**config.mk**
```make
export PLATFORM = sky130hd
export DESIGN_NAME = transpose_stream_ctrl_flat
export DESIGN_NICKNAME = d
export VERILOG_FILES = /design/src/rtl/mat_pkg.sv /design/src/rtl/transpose_stream_ctrl_if.sv /design/src/rtl/wrap_counter_2d.sv /design/src/rtl/transpose_stream_ctrl.sv /design/src/flat_wrapper.sv
export SDC_FILE = /design/constraint.sdc
export NUM_CORES = 2
export LEC_CHECK = 0
export ABC_AREA = 1
export CAP_MARGIN = 20
export CORE_ASPECT_RATIO = 0.6
export CORE_MARGIN = 5
export CORE_UTILIZATION = 57
export DETAILED_ROUTE_END_ITERATION = 12
export GPL_ROUTABILITY_DRIVEN = 0
export PLACE_DENSITY = 0.79
export SLEW_MARGIN = 20
export SYNTH_ARGS = -nofsm -noshare
export SYNTH_HDL_FRONTEND = slang
export SYNTH_SLANG_ARGS = --single-unit
```
**constraint.sdc**
```tcl
create_clock -name clk -period 2.15 [get_ports clk]
set_input_delay 0.43 -clock clk [delete_from_list [all_inputs] [get_ports clk]]
set_output_delay 0.43 -clock clk [all_outputs]
set_load 0.005 [all_outputs]
```
**src/rtl/mat_pkg.sv**
```systemverilog
// Shared types and helpers for the matrix datapath sequencers.
package mat_pkg;

  typedef enum logic {LOAD, DRAIN} tp_state_t;

  // Default element width of the matrix datapath (signed fixed-point, opaque here).
  localparam int ELEM_BITS = 22;
  typedef logic [ELEM_BITS-1:0] elem_t;

  // Index width for a dimension of n entries; a size-1 dimension still gets one bit.
  function automatic int clog2_min1(input int n);
    return (n <= 1) ? 1 : $clog2(n);
  endfunction

endpackage

```
**src/rtl/transpose_stream_ctrl_if.sv**
```systemverilog
// Element stream handshake bundle: input side (producer) and output side (consumer).
interface transpose_stream_ctrl_if #(
  parameter int N_BITS = 22
);
  logic [N_BITS-1:0] in_data;
  logic              in_valid;
  logic              in_ready;
  logic [N_BITS-1:0] out_data;
  logic              out_valid;
  logic              out_ready;
  logic              out_row_last;
  logic              out_last;

  modport master (
    output in_data, in_valid, out_ready,
    input  in_ready, out_data, out_valid, out_row_last, out_last
  );

  modport slave (
    input  in_data, in_valid, out_ready,
    output in_ready, out_data, out_valid, out_row_last, out_last
  );
endinterface

```
**src/rtl/wrap_counter_2d.sv**
```systemverilog
// Row/column index pair walking a ROWS x COLS grid in row-major order.
// Column advances on en, wraps into the next row; the whole pair wraps to 0
// after the last cell. clr has priority over en.
module wrap_counter_2d
  import mat_pkg::*;
#(
  parameter int ROWS = 8,
  parameter int COLS = 8,
  localparam int RW = clog2_min1(ROWS),
  localparam int CW = clog2_min1(COLS)
) (
  input  logic          clk,
  input  logic          rst_n,
  input  logic          clr,
  input  logic          en,
  output logic [RW-1:0] row,
  output logic [CW-1:0] col,
  output logic          col_last,
  output logic          last
);

  localparam logic [RW-1:0] ROW_MAX = RW'(ROWS - 1);
  localparam logic [CW-1:0] COL_MAX = CW'(COLS - 1);

  logic [RW-1:0] row_q, row_d;
  logic [CW-1:0] col_q, col_d;

  // Next-index computation with wrap at the end of each row and of the grid.
  always_comb begin
    row_d = row_q;
    col_d = col_q;
    if (clr) begin
      row_d = '0;
      col_d = '0;
    end else if (en) begin
      if (col_q == COL_MAX) begin
        col_d = '0;
        row_d = (row_q == ROW_MAX) ? '0 : row_q + 1'b1;
      end else begin
        col_d = col_q + 1'b1;
      end
    end
  end

  // Index registers.
  always_ff @(posedge clk or negedge rst_n) begin
    if (!rst_n) begin
      row_q <= '0;
      col_q <= '0;
    end else begin
      row_q <= row_d;
      col_q <= col_d;
    end
  end

  assign row      = row_q;
  assign col      = col_q;
  assign col_last = (col_q == COL_MAX);
  assign last     = (col_q == COL_MAX) && (row_q == ROW_MAX);

endmodule

```
**src/rtl/transpose_stream_ctrl.sv**
```systemverilog
// Streaming transposer: loads a SIZE_A x SIZE_B matrix row-major into a local
// buffer, then replays it column-major (the SIZE_B x SIZE_A transpose, row-major).
// Single buffer, so load and drain never overlap.
module transpose_stream_ctrl
  import mat_pkg::*;
#(
  parameter int SIZE_A = 8,
  parameter int SIZE_B = 8,
  parameter int N_BITS = 22
) (
  input  logic                    clk,
  input  logic                    rst_n,
  input  logic                    clear,
  output logic                    busy,
  transpose_stream_ctrl_if.slave  bus
);

  localparam int AW = clog2_min1(SIZE_A);
  localparam int BW = clog2_min1(SIZE_B);

  tp_state_t state_q, state_d;

  logic [N_BITS-1:0] mem_q [SIZE_A][SIZE_B];
  logic [N_BITS-1:0] mem_d [SIZE_A][SIZE_B];

  // Load walks r (0..SIZE_A-1) / c (0..SIZE_B-1); drain walks i (0..SIZE_B-1) / j (0..SIZE_A-1).
  logic [AW-1:0] ld_r;
  logic [BW-1:0] ld_c;
  logic          ld_col_last, ld_last;
  logic [BW-1:0] dr_i;
  logic [AW-1:0] dr_j;
  logic          dr_col_last, dr_last;

  logic in_ready, out_valid, ld_fire, dr_fire;

  assign in_ready  = (state_q == LOAD)  && !clear;
  assign out_valid = (state_q == DRAIN) && !clear;
  assign ld_fire   = bus.in_valid && in_ready;
  assign dr_fire   = out_valid && bus.out_ready;

  wrap_counter_2d #(.ROWS(SIZE_A), .COLS(SIZE_B)) u_load_cnt (
    .clk      (clk),
    .rst_n    (rst_n),
    .clr      (clear),
    .en       (ld_fire),
    .row      (ld_r),
    .col      (ld_c),
    .col_last (ld_col_last),
    .last     (ld_last)
  );

  wrap_counter_2d #(.ROWS(SIZE_B), .COLS(SIZE_A)) u_drain_cnt (
    .clk      (clk),
    .rst_n    (rst_n),
    .clr      (clear),
    .en       (dr_fire),
    .row      (dr_i),
    .col      (dr_j),
    .col_last (dr_col_last),
    .last     (dr_last)
  );

  // Phase sequencing: clear forces LOAD; the final handshake of each phase flips it.
  always_comb begin
    state_d = state_q;
    if (clear) begin
      state_d = LOAD;
    end else begin
      case (state_q)
        LOAD:    if (ld_fire && ld_last) state_d = DRAIN;
        DRAIN:   if (dr_fire && dr_last) state_d = LOAD;
        default: state_d = LOAD;
      endcase
    end
  end

  // Phase register.
  always_ff @(posedge clk or negedge rst_n) begin
    if (!rst_n) state_q <= LOAD;
    else        state_q <= state_d;
  end

  // Buffer write of the accepted element at its row-major position.
  always_comb begin
    mem_d = mem_q;
    if (ld_fire) mem_d[ld_r][ld_c] = bus.in_data;
  end

  // Buffer storage; only reset clears it, clear leaves stale data to be overwritten.
  always_ff @(posedge clk or negedge rst_n) begin
    if (!rst_n) begin
      for (int a = 0; a < SIZE_A; a++) begin
        for (int b = 0; b < SIZE_B; b++) begin
          mem_q[a][b] <= '0;
        end
      end
    end else begin
      mem_q <= mem_d;
    end
  end

  // Output mux is driven only by registered indices, so data holds through stalls.
  assign bus.out_data     = (state_q == DRAIN) ? mem_q[dr_j][dr_i] : '0;
  assign bus.in_ready     = in_ready;
  assign bus.out_valid    = out_valid;
  assign bus.out_row_last = out_valid && dr_col_last;
  assign bus.out_last     = out_valid && dr_last;

  // A partial load shows up as nonzero load indices while still in LOAD.
  assign busy = (state_q == DRAIN) || (ld_r != '0) || (ld_c != '0);

endmodule

```
**src/flat_wrapper.sv**
```systemverilog
// flat-port wrapper written by rule: the top's interface ports become plain ports
module transpose_stream_ctrl_flat import mat_pkg::*;
#(
  parameter int SIZE_A = 8,
  parameter int SIZE_B = 8,
  parameter int N_BITS = 22
)
  (clk, rst_n, clear, busy, bus_in_data, bus_in_valid, bus_out_ready, bus_in_ready, bus_out_data, bus_out_valid, bus_out_row_last, bus_out_last);
  transpose_stream_ctrl_if #(.N_BITS(N_BITS)) bus_i ();
  input  logic clk;
  input  logic rst_n;
  input  logic clear;
  output logic busy;
  input wire logic [$bits(bus_i.in_data)-1:0] bus_in_data;
  input wire logic [$bits(bus_i.in_valid)-1:0] bus_in_valid;
  input wire logic [$bits(bus_i.out_ready)-1:0] bus_out_ready;
  output wire logic [$bits(bus_i.in_ready)-1:0] bus_in_ready;
  output wire logic [$bits(bus_i.out_data)-1:0] bus_out_data;
  output wire logic [$bits(bus_i.out_valid)-1:0] bus_out_valid;
  output wire logic [$bits(bus_i.out_row_last)-1:0] bus_out_row_last;
  output wire logic [$bits(bus_i.out_last)-1:0] bus_out_last;
  assign bus_i.in_data = bus_in_data;
  assign bus_i.in_valid = bus_in_valid;
  assign bus_i.out_ready = bus_out_ready;
  assign bus_in_ready = bus_i.in_ready;
  assign bus_out_data = bus_i.out_data;
  assign bus_out_valid = bus_i.out_valid;
  assign bus_out_row_last = bus_i.out_row_last;
  assign bus_out_last = bus_i.out_last;
  transpose_stream_ctrl #(.SIZE_A(SIZE_A), .SIZE_B(SIZE_B), .N_BITS(N_BITS)) u_core (.clk(clk), .rst_n(rst_n), .clear(clear), .busy(busy), .bus(bus_i));
endmodule
```
# [After elaboration in Yosys (flattened, before gate mapping)]
# Cells that the tools add are included.
[op_classes] n_bitwise=5 n_eq_ne=4 n_reduce_logical=23 mux=30 addsub=4 order_cmp=6
[op_table] op="$bwmux 1408" count=1
[op_table] op="$bmux 176 s3" count=1
[op_table] op="$demux 176 s3" count=1
[op_table] op="$mux 176" count=3
[op_table] op="$mux 22" count=4
[op_table] op="$bmux 22 s3" count=1
[op_table] op="$demux 22 s3" count=1
[op_table] op="$mux 3" count=14
[op_table] op="$ge 4x4->1 const B" count=4
[op_table] op="$not 3->4" count=4
[op_table] op="$add 3x1->3 const B" count=4
[op_table] op="$eq 3x3->1 const B" count=4
[op_table] op="$logic_and 1x1->1" count=12
[op_table] op="$lt 4x1->1 const B" count=2
[op_table] op="$reduce_bool 2->1" count=4
[op_table] op="$reduce_bool 3->1" count=2
[op_table] op="$reduce_and 2->1" count=2
[op_table] op="$mux 1" count=3
[op_table] op="$logic_or 1x1->1" count=2
[op_table] op="$pmux 1 s2" count=1
[op_table] op="$logic_not 1->1" count=1
[op_table] op="$not 1->1" count=1
[word_totals] out_inout_bits=27 word_cells=141 regBits=1421

# [Longest topological paths before layout]
[logic_depth] depth_word=8 mapped_depth=12

# [Modules after synthesis]
# From an unflattened synthesis, not the netlist that was laid out.
[hier_totals] cells_unflattened=8102 area_unflattened_um2=66328.6
[modules_own_cells] mod="transpose_stream_ctrl" instances=1 cells_each=8028 area_per_inst_um2=65690.5
[modules_own_cells] mod="wrap_counter_2d at u_core.u_load_cnt" instances=1 cells_each=38 area_per_inst_um2=325.3
[modules_own_cells] mod="wrap_counter_2d at u_core.u_drain_cnt" instances=1 cells_each=36 area_per_inst_um2=312.8

# [Least setup slack after synthesis]
# Ideal clock, no wire load.
[synth_timing] kind="reg2out" from="register u_core.u_drain_cnt.col_q[0] (netlist: u_core.u_drain_cnt.col[0])" to="output bus_out_data[12]" t_arrival_ns=1.774 path_stages_with_launch=13 t_required_ns=1.720 path_slack_ns=-0.054 cell_sequence="dfrtp_1 -> clkinv_1 -> buf_2 -> clkbuf_1 -> clkbuf_1 -> nand2_1 -> nand3_1 -> nand3_1 -> nand2_1 -> nand2_1 -> nand3_1 -> nand3_1 -> a21oi_1"
[synth_between] elab_chain_len=8
[synth_rtl] item="start: declaration" line="wrap_counter_2d.sv:26" source="logic [CW-1:0] col_q, col_d;"
[synth_rtl] item="start signal: assignment" line="wrap_counter_2d.sv:52" source="col_q <= col_d;"
[synth_rtl] item="$not 3->4 (not written as such)" line="transpose_stream_ctrl.sv:103" source="assign bus.out_data = (state_q == DRAIN) ? mem_q[dr_j][dr_i] : '0;"
[synth_rtl] item="$bmux 176 s3" line="transpose_stream_ctrl.sv:103"
[synth_rtl] item="$mux 176 (not written as such) (2 in a row)" line="transpose_stream_ctrl.sv:103"
[synth_rtl] item="$bmux 22 s3" line="transpose_stream_ctrl.sv:103"
[synth_rtl] item="$mux 22 (not written as such) (2 in a row)" line="transpose_stream_ctrl.sv:103"
[synth_rtl] item="$mux 22" line="transpose_stream_ctrl.sv:103"
[synth_rtl] item="end: declaration" line="flat_wrapper.sv:18" source="output wire logic [$bits(bus_i.out_data)-1:0] bus_out_data;"
# Every way passes these cells. The select of a mux whose other input is x is not followed.

# [Worst setup path after layout]
[layout_timing] from="register u_core.u_drain_cnt.col_q[0] (netlist: u_core.u_drain_cnt.col[0])" to="output bus_out_data[18]"
# Same word-level chain as after synthesis.

==> impl_metrics.xml <==
<?xml version="1.0" encoding="UTF-8"?>
<metrics>
  <group name="grt">
    <metric name="grt_first_pass_wirelength" unit="mm">326</metric>
    <metric name="grt.met1_usage" unit="%">49.0</metric>
    <metric name="grtUsageTotal" unit="%">33.9</metric>
    <metric name="number_of_antenna_violations_at_the_first_check_in_global_routing" unit="">0</metric>
    <metric name="met2_usage" unit="%">49.3</metric>
    <metric name="grt.busiest_layer" unit="">met2</metric>
    <metric name="grt_max_degree" unit="">101</metric>
    <metric name="gr-total-overflow" unit="">0</metric>
    <metric name="grt_pass1_vias" unit="">57900</metric>
    <metric name="globalRouteMet3Util" unit="%">8.94</metric>
  </group>
  <group name="status">
    <metric name="run_status" unit="">finished with violations</metric>
    <metric name="violated_checks" unit="">negative setup slack</metric>
  </group>
  <group name="layout">
    <metric name="fin_util" unit="%">67.8</metric>
    <metric name="finalNetCount" unit="">8180</metric>
    <metric name="syn2layout_area_growth" unit="%">18.0</metric>
    <metric name="layout.cell_area.non_filler" unit="mm^2">0.0760</metric>
    <metric name="drive_above_1_share" unit="%">11.3</metric>
    <metric name="antenna-diode-count" unit="">0</metric>
    <metric name="leading_cell_types_in_the_layout_fill_and_taps_excluded" unit="">sky130_fd_sc_hd__nand2_1 (3216), sky130_fd_sc_hd__dfrtp_1 (1414), sky130_fd_sc_hd__o21ai_0 (1182)</metric>
    <metric name="mostFrequentLayoutCell" unit="">sky130_fd_sc_hd__nand2_1</metric>
  </group>
  <group name="sta">
    <metric name="hold-worst-slack" unit="ns">0.196</metric>
    <metric name="fmax" unit="GHz">0.257</metric>
    <metric name="final_min_period_over_clock_period" unit="%">181</metric>
    <metric name="clock_skew" unit="ns">0.0367</metric>
    <metric name="setup_viol" unit="">26</metric>
    <metric name="timing_max_transition_violations_final" unit="">0</metric>
    <metric name="timing_worst_slew_pin_value" unit="ns">0.624</metric>
    <metric name="fin_setup_tns" unit="ns">-37.33</metric>
    <metric name="grt_setup_unrepaired" unit="">true</metric>
    <metric name="slew_headroom" unit="%">58.4</metric>
    <metric name="final_period_minus_worst_setup_slack" unit="ns">3.89</metric>
    <metric name="finalWorstSetupSlack" unit="ns">-1.74</metric>
    <metric name="final_hold_viol_count" unit="">0</metric>
  </group>
  <group name="routing">
    <metric name="wl_per_cell" unit="um">21.1</metric>
    <metric name="drt_pre_antenna_iters" unit="">9</metric>
    <metric name="ant_nets" unit="">0</metric>
    <metric name="number_of_remaining_drc_errors" unit="">0</metric>
    <metric name="vias_per_cell" unit="">6.18</metric>
    <metric name="initialDrtViolationCount" unit="">9116</metric>
    <metric name="route.final.wire_length" unit="mm">205</metric>
    <metric name="via_count" unit="">60200</metric>
  </group>
  <group name="worst_setup_path">
    <metric name="endpoint_kind" unit="">primary output</metric>
    <metric name="crit_path_cell_trace" unit="">inv_12 -&gt; buf_16 -&gt; buf_12 -&gt; nand2_1 -&gt; nand3_1 -&gt; nand3_1 -&gt; nand2_1 -&gt; nand2_1 -&gt; nand3_1 -&gt; nand3_1 -&gt; a21oi_1 -&gt; buf_4 -&gt; clkdlybuf4s50_1</metric>
    <metric name="critical_path_peak_fanout" unit="">31</metric>
    <metric name="worstSetupStartpointType" unit="">flip-flop</metric>
    <metric name="critical_path.max_stage_delay" unit="ns">0.54</metric>
    <metric name="crit_required" unit="ns">1.72</metric>
    <metric name="critical_path.slowest_cell" unit="">sky130_fd_sc_hd__dfrtp_4</metric>
    <metric name="worst-endpoint-arrival" unit="ns">3.46</metric>
    <metric name="path_common_cell" unit="">sky130_fd_sc_hd__nand3_1</metric>
    <metric name="timing_worst_setup_path_type" unit="">reg -&gt; out</metric>
  </group>
  <group name="pwr">
    <metric name="irDropWorstVdd" unit="mV">0.734</metric>
    <metric name="power.density_cell_area" unit="mW/mm^2">785</metric>
    <metric name="cellLeakagePower" unit="nW">34.9</metric>
  </group>
  <group name="place">
    <metric name="detailedPlacementHpwl" unit="mm">127</metric>
    <metric name="port-buffer-count" unit="">53</metric>
    <metric name="post_dp_cell_area" unit="mm^2">0.0709</metric>
  </group>
  <group name="yosys">
    <metric name="synth_area" unit="mm^2">0.0644</metric>
    <metric name="synth.top_cell.area_share" unit="%">55.2</metric>
    <metric name="post-synth-top-area-cell" unit="">sky130_fd_sc_hd__dfrtp_1</metric>
    <metric name="synth.lib_cells_used.distinct" unit="">25</metric>
    <metric name="seq_area_frac_synth" unit="%">55.2</metric>
    <metric name="ys_warns" unit="">0</metric>
    <metric name="netlist_instances" unit="">8085</metric>
    <metric name="synthesis.nets" unit="">8122</metric>
    <metric name="average_footprint_of_a_synthesized_cell" unit="um^2">7.97</metric>
    <metric name="number_of_synthesized_register_bits" unit="">1421</metric>
    <metric name="leading_post_synthesis_cells_by_cell_area" unit="">sky130_fd_sc_hd__dfrtp_1 (55%), sky130_fd_sc_hd__nand2_1 (19%), sky130_fd_sc_hd__nand3_1 (9.3%)</metric>
  </group>
  <group name="clock_network">
    <metric name="worstSkewPairLatency" unit="ns">0.76</metric>
    <metric name="htree_num_levels" unit="">4</metric>
    <metric name="tritoncts_num_sinks" unit="">1421</metric>
    <metric name="clk_path_buf_depth" unit="">3</metric>
    <metric name="clkSlewWorstSetupHoldPaths" unit="ns">0.06</metric>
    <metric name="cts-root-buf" unit="">sky130_fd_sc_hd__clkbuf_16</metric>
    <metric name="cts_tree" unit="">done</metric>
    <metric name="cts_inserted_buffers" unit="">130</metric>
  </group>
  <group name="die">
    <metric name="floorplan.die.height" unit="um">270</metric>
    <metric name="io-pin-count" unit="">54</metric>
    <metric name="initial_utilization" unit="%">57.5</metric>
    <metric name="floorplan.core_area" unit="mm^2">0.112</metric>
    <metric name="die_area" unit="mm^2">0.120</metric>
    <metric name="floorplan.die.width" unit="um">444</metric>
    <metric name="std_cell_rows" unit="">95</metric>
  </group>
  <group name="worst_hold_path">
    <metric name="hold_path_class" unit="">in -&gt; async</metric>
  </group>
  <group name="job">
    <metric name="cap_violations" unit="">0</metric>
  </group>
</metrics>
[cells in the mapped netlist, drive strengths merged]
master,instances
o21ai,1419
nand2,3247
o22ai,2
buf,118
nand3,1195
clkbuf,581
nor2,12
nand4,1
ha,10
clkinv,25
dfrtp,1421
nor3,12
inv,19
a21oi,22
a221oi,1
[through the flow]
| step | cells | total power, mW | setup slack, ns |
|---|---|---|---|
| after floorplan | 8085 | 33.2 | -0.0346 |
| after CTS | 9740 | 59.6 | -1.71 |
| after detailed placement | 9497 | 35.7 | -1.02 |
| after global placement | 9497 | 35.4 | -1.01 |
| after global routing | 9743 | 61.9 | -1.84 |
| final | 9743 | 59.6 | -1.74 |
[critical path: cells and delay by family, from the launching register on]
kind	cells	cell delay, ns
compound gates	1	0.18
buf+inv	5	1.25
flops	1	0.54
simple gates	7	0.67
[power by group]
group	switching (mW)	total, mW	leakage (nW)	internal, mW
clock	10.4	24.1	2.16	13.7
combinational	3.69	5.79	13.1	2.09
sequential	1.12	29.8	19.6	28.6
total	15.2	59.6	34.9	44.4
[repair_timing]
| action | CTS | global route |
|---|---|---|
| gates cloned | 4 | 0 |
| endpoints found under the hold margin | 244 | 0 |
| buffers inserted | 10 | 4 |
| endpoints found under the setup margin | 27 | 380 |
| pin swaps | 4 | 4 |
| resized for setup | 85 | 63 |
| hold buffers | 1 | 0 |
[path summary, 6_finish.rpt]
check                                                      start                        endpoint  slack (ns)  cells past startpoint
setup / recovery           u_core.u_drain_cnt.col[0]$_DFFE_PN0P_                bus_out_data[18]       -1.74                     13
setup reg to reg                        u_core.state_q$_DFF_PN0_   u_core.mem_q[581]$_DFFE_PN0P_        0.09                     11
hold / removal                                             rst_n   u_core.mem_q[908]$_DFFE_PN0P_        0.20                      2
hold reg to reg                   u_core.mem_q[1027]$_DFFE_PN0P_  u_core.mem_q[1027]$_DFFE_PN0P_        0.48                      2
min in group clk                                   bus_out_ready        u_core.state_q$_DFF_PN0_        0.33                      2
max in group asynchronous                                  rst_n   u_core.mem_q[505]$_DFFE_PN0P_        0.96                      3
[flip-flops by register name, indices dropped and copies added, names as in the netlist]
signal,cells
u_core.u_load_cnt.row,3
u_core.state_q,1
u_core.u_drain_cnt.col,3
u_core.u_drain_cnt.row,3
u_core.mem_q,1408
u_core.u_load_cnt.col,3
[cell families (layout without fill, tap and decap cells)]
kind of cell	Yosys count	after routing	synth area share (%)
AOI/OAI and AO/OA	1444	1444	11.2
adders and majority gates	10	10	0.194
buffers and inverters	743	898	4.69
DFF	1421	1421	55.2
and+or+nand+nor	4467	4467	28.7
[metal layers]
layer  up-vias  part of all wire, %  wire [um]
li1      26600                    -          -
met1     28800                   40      82200
met2      4180                   43      87400
met3       551                   14      27800
met4         0                  3.9       7930
met5         -                    0          0
[layout make-up]
cell class,count,area (um^2)
fillers,8563,36100
clock buffers,193,3950
multi-input cells,5921,26200
repair buffers,625,7830
clock inverters,36,410
inverters,44,196
flip-flops and latches,1421,35600
well taps,1503,1880
(Power assumes the default switching activity.)
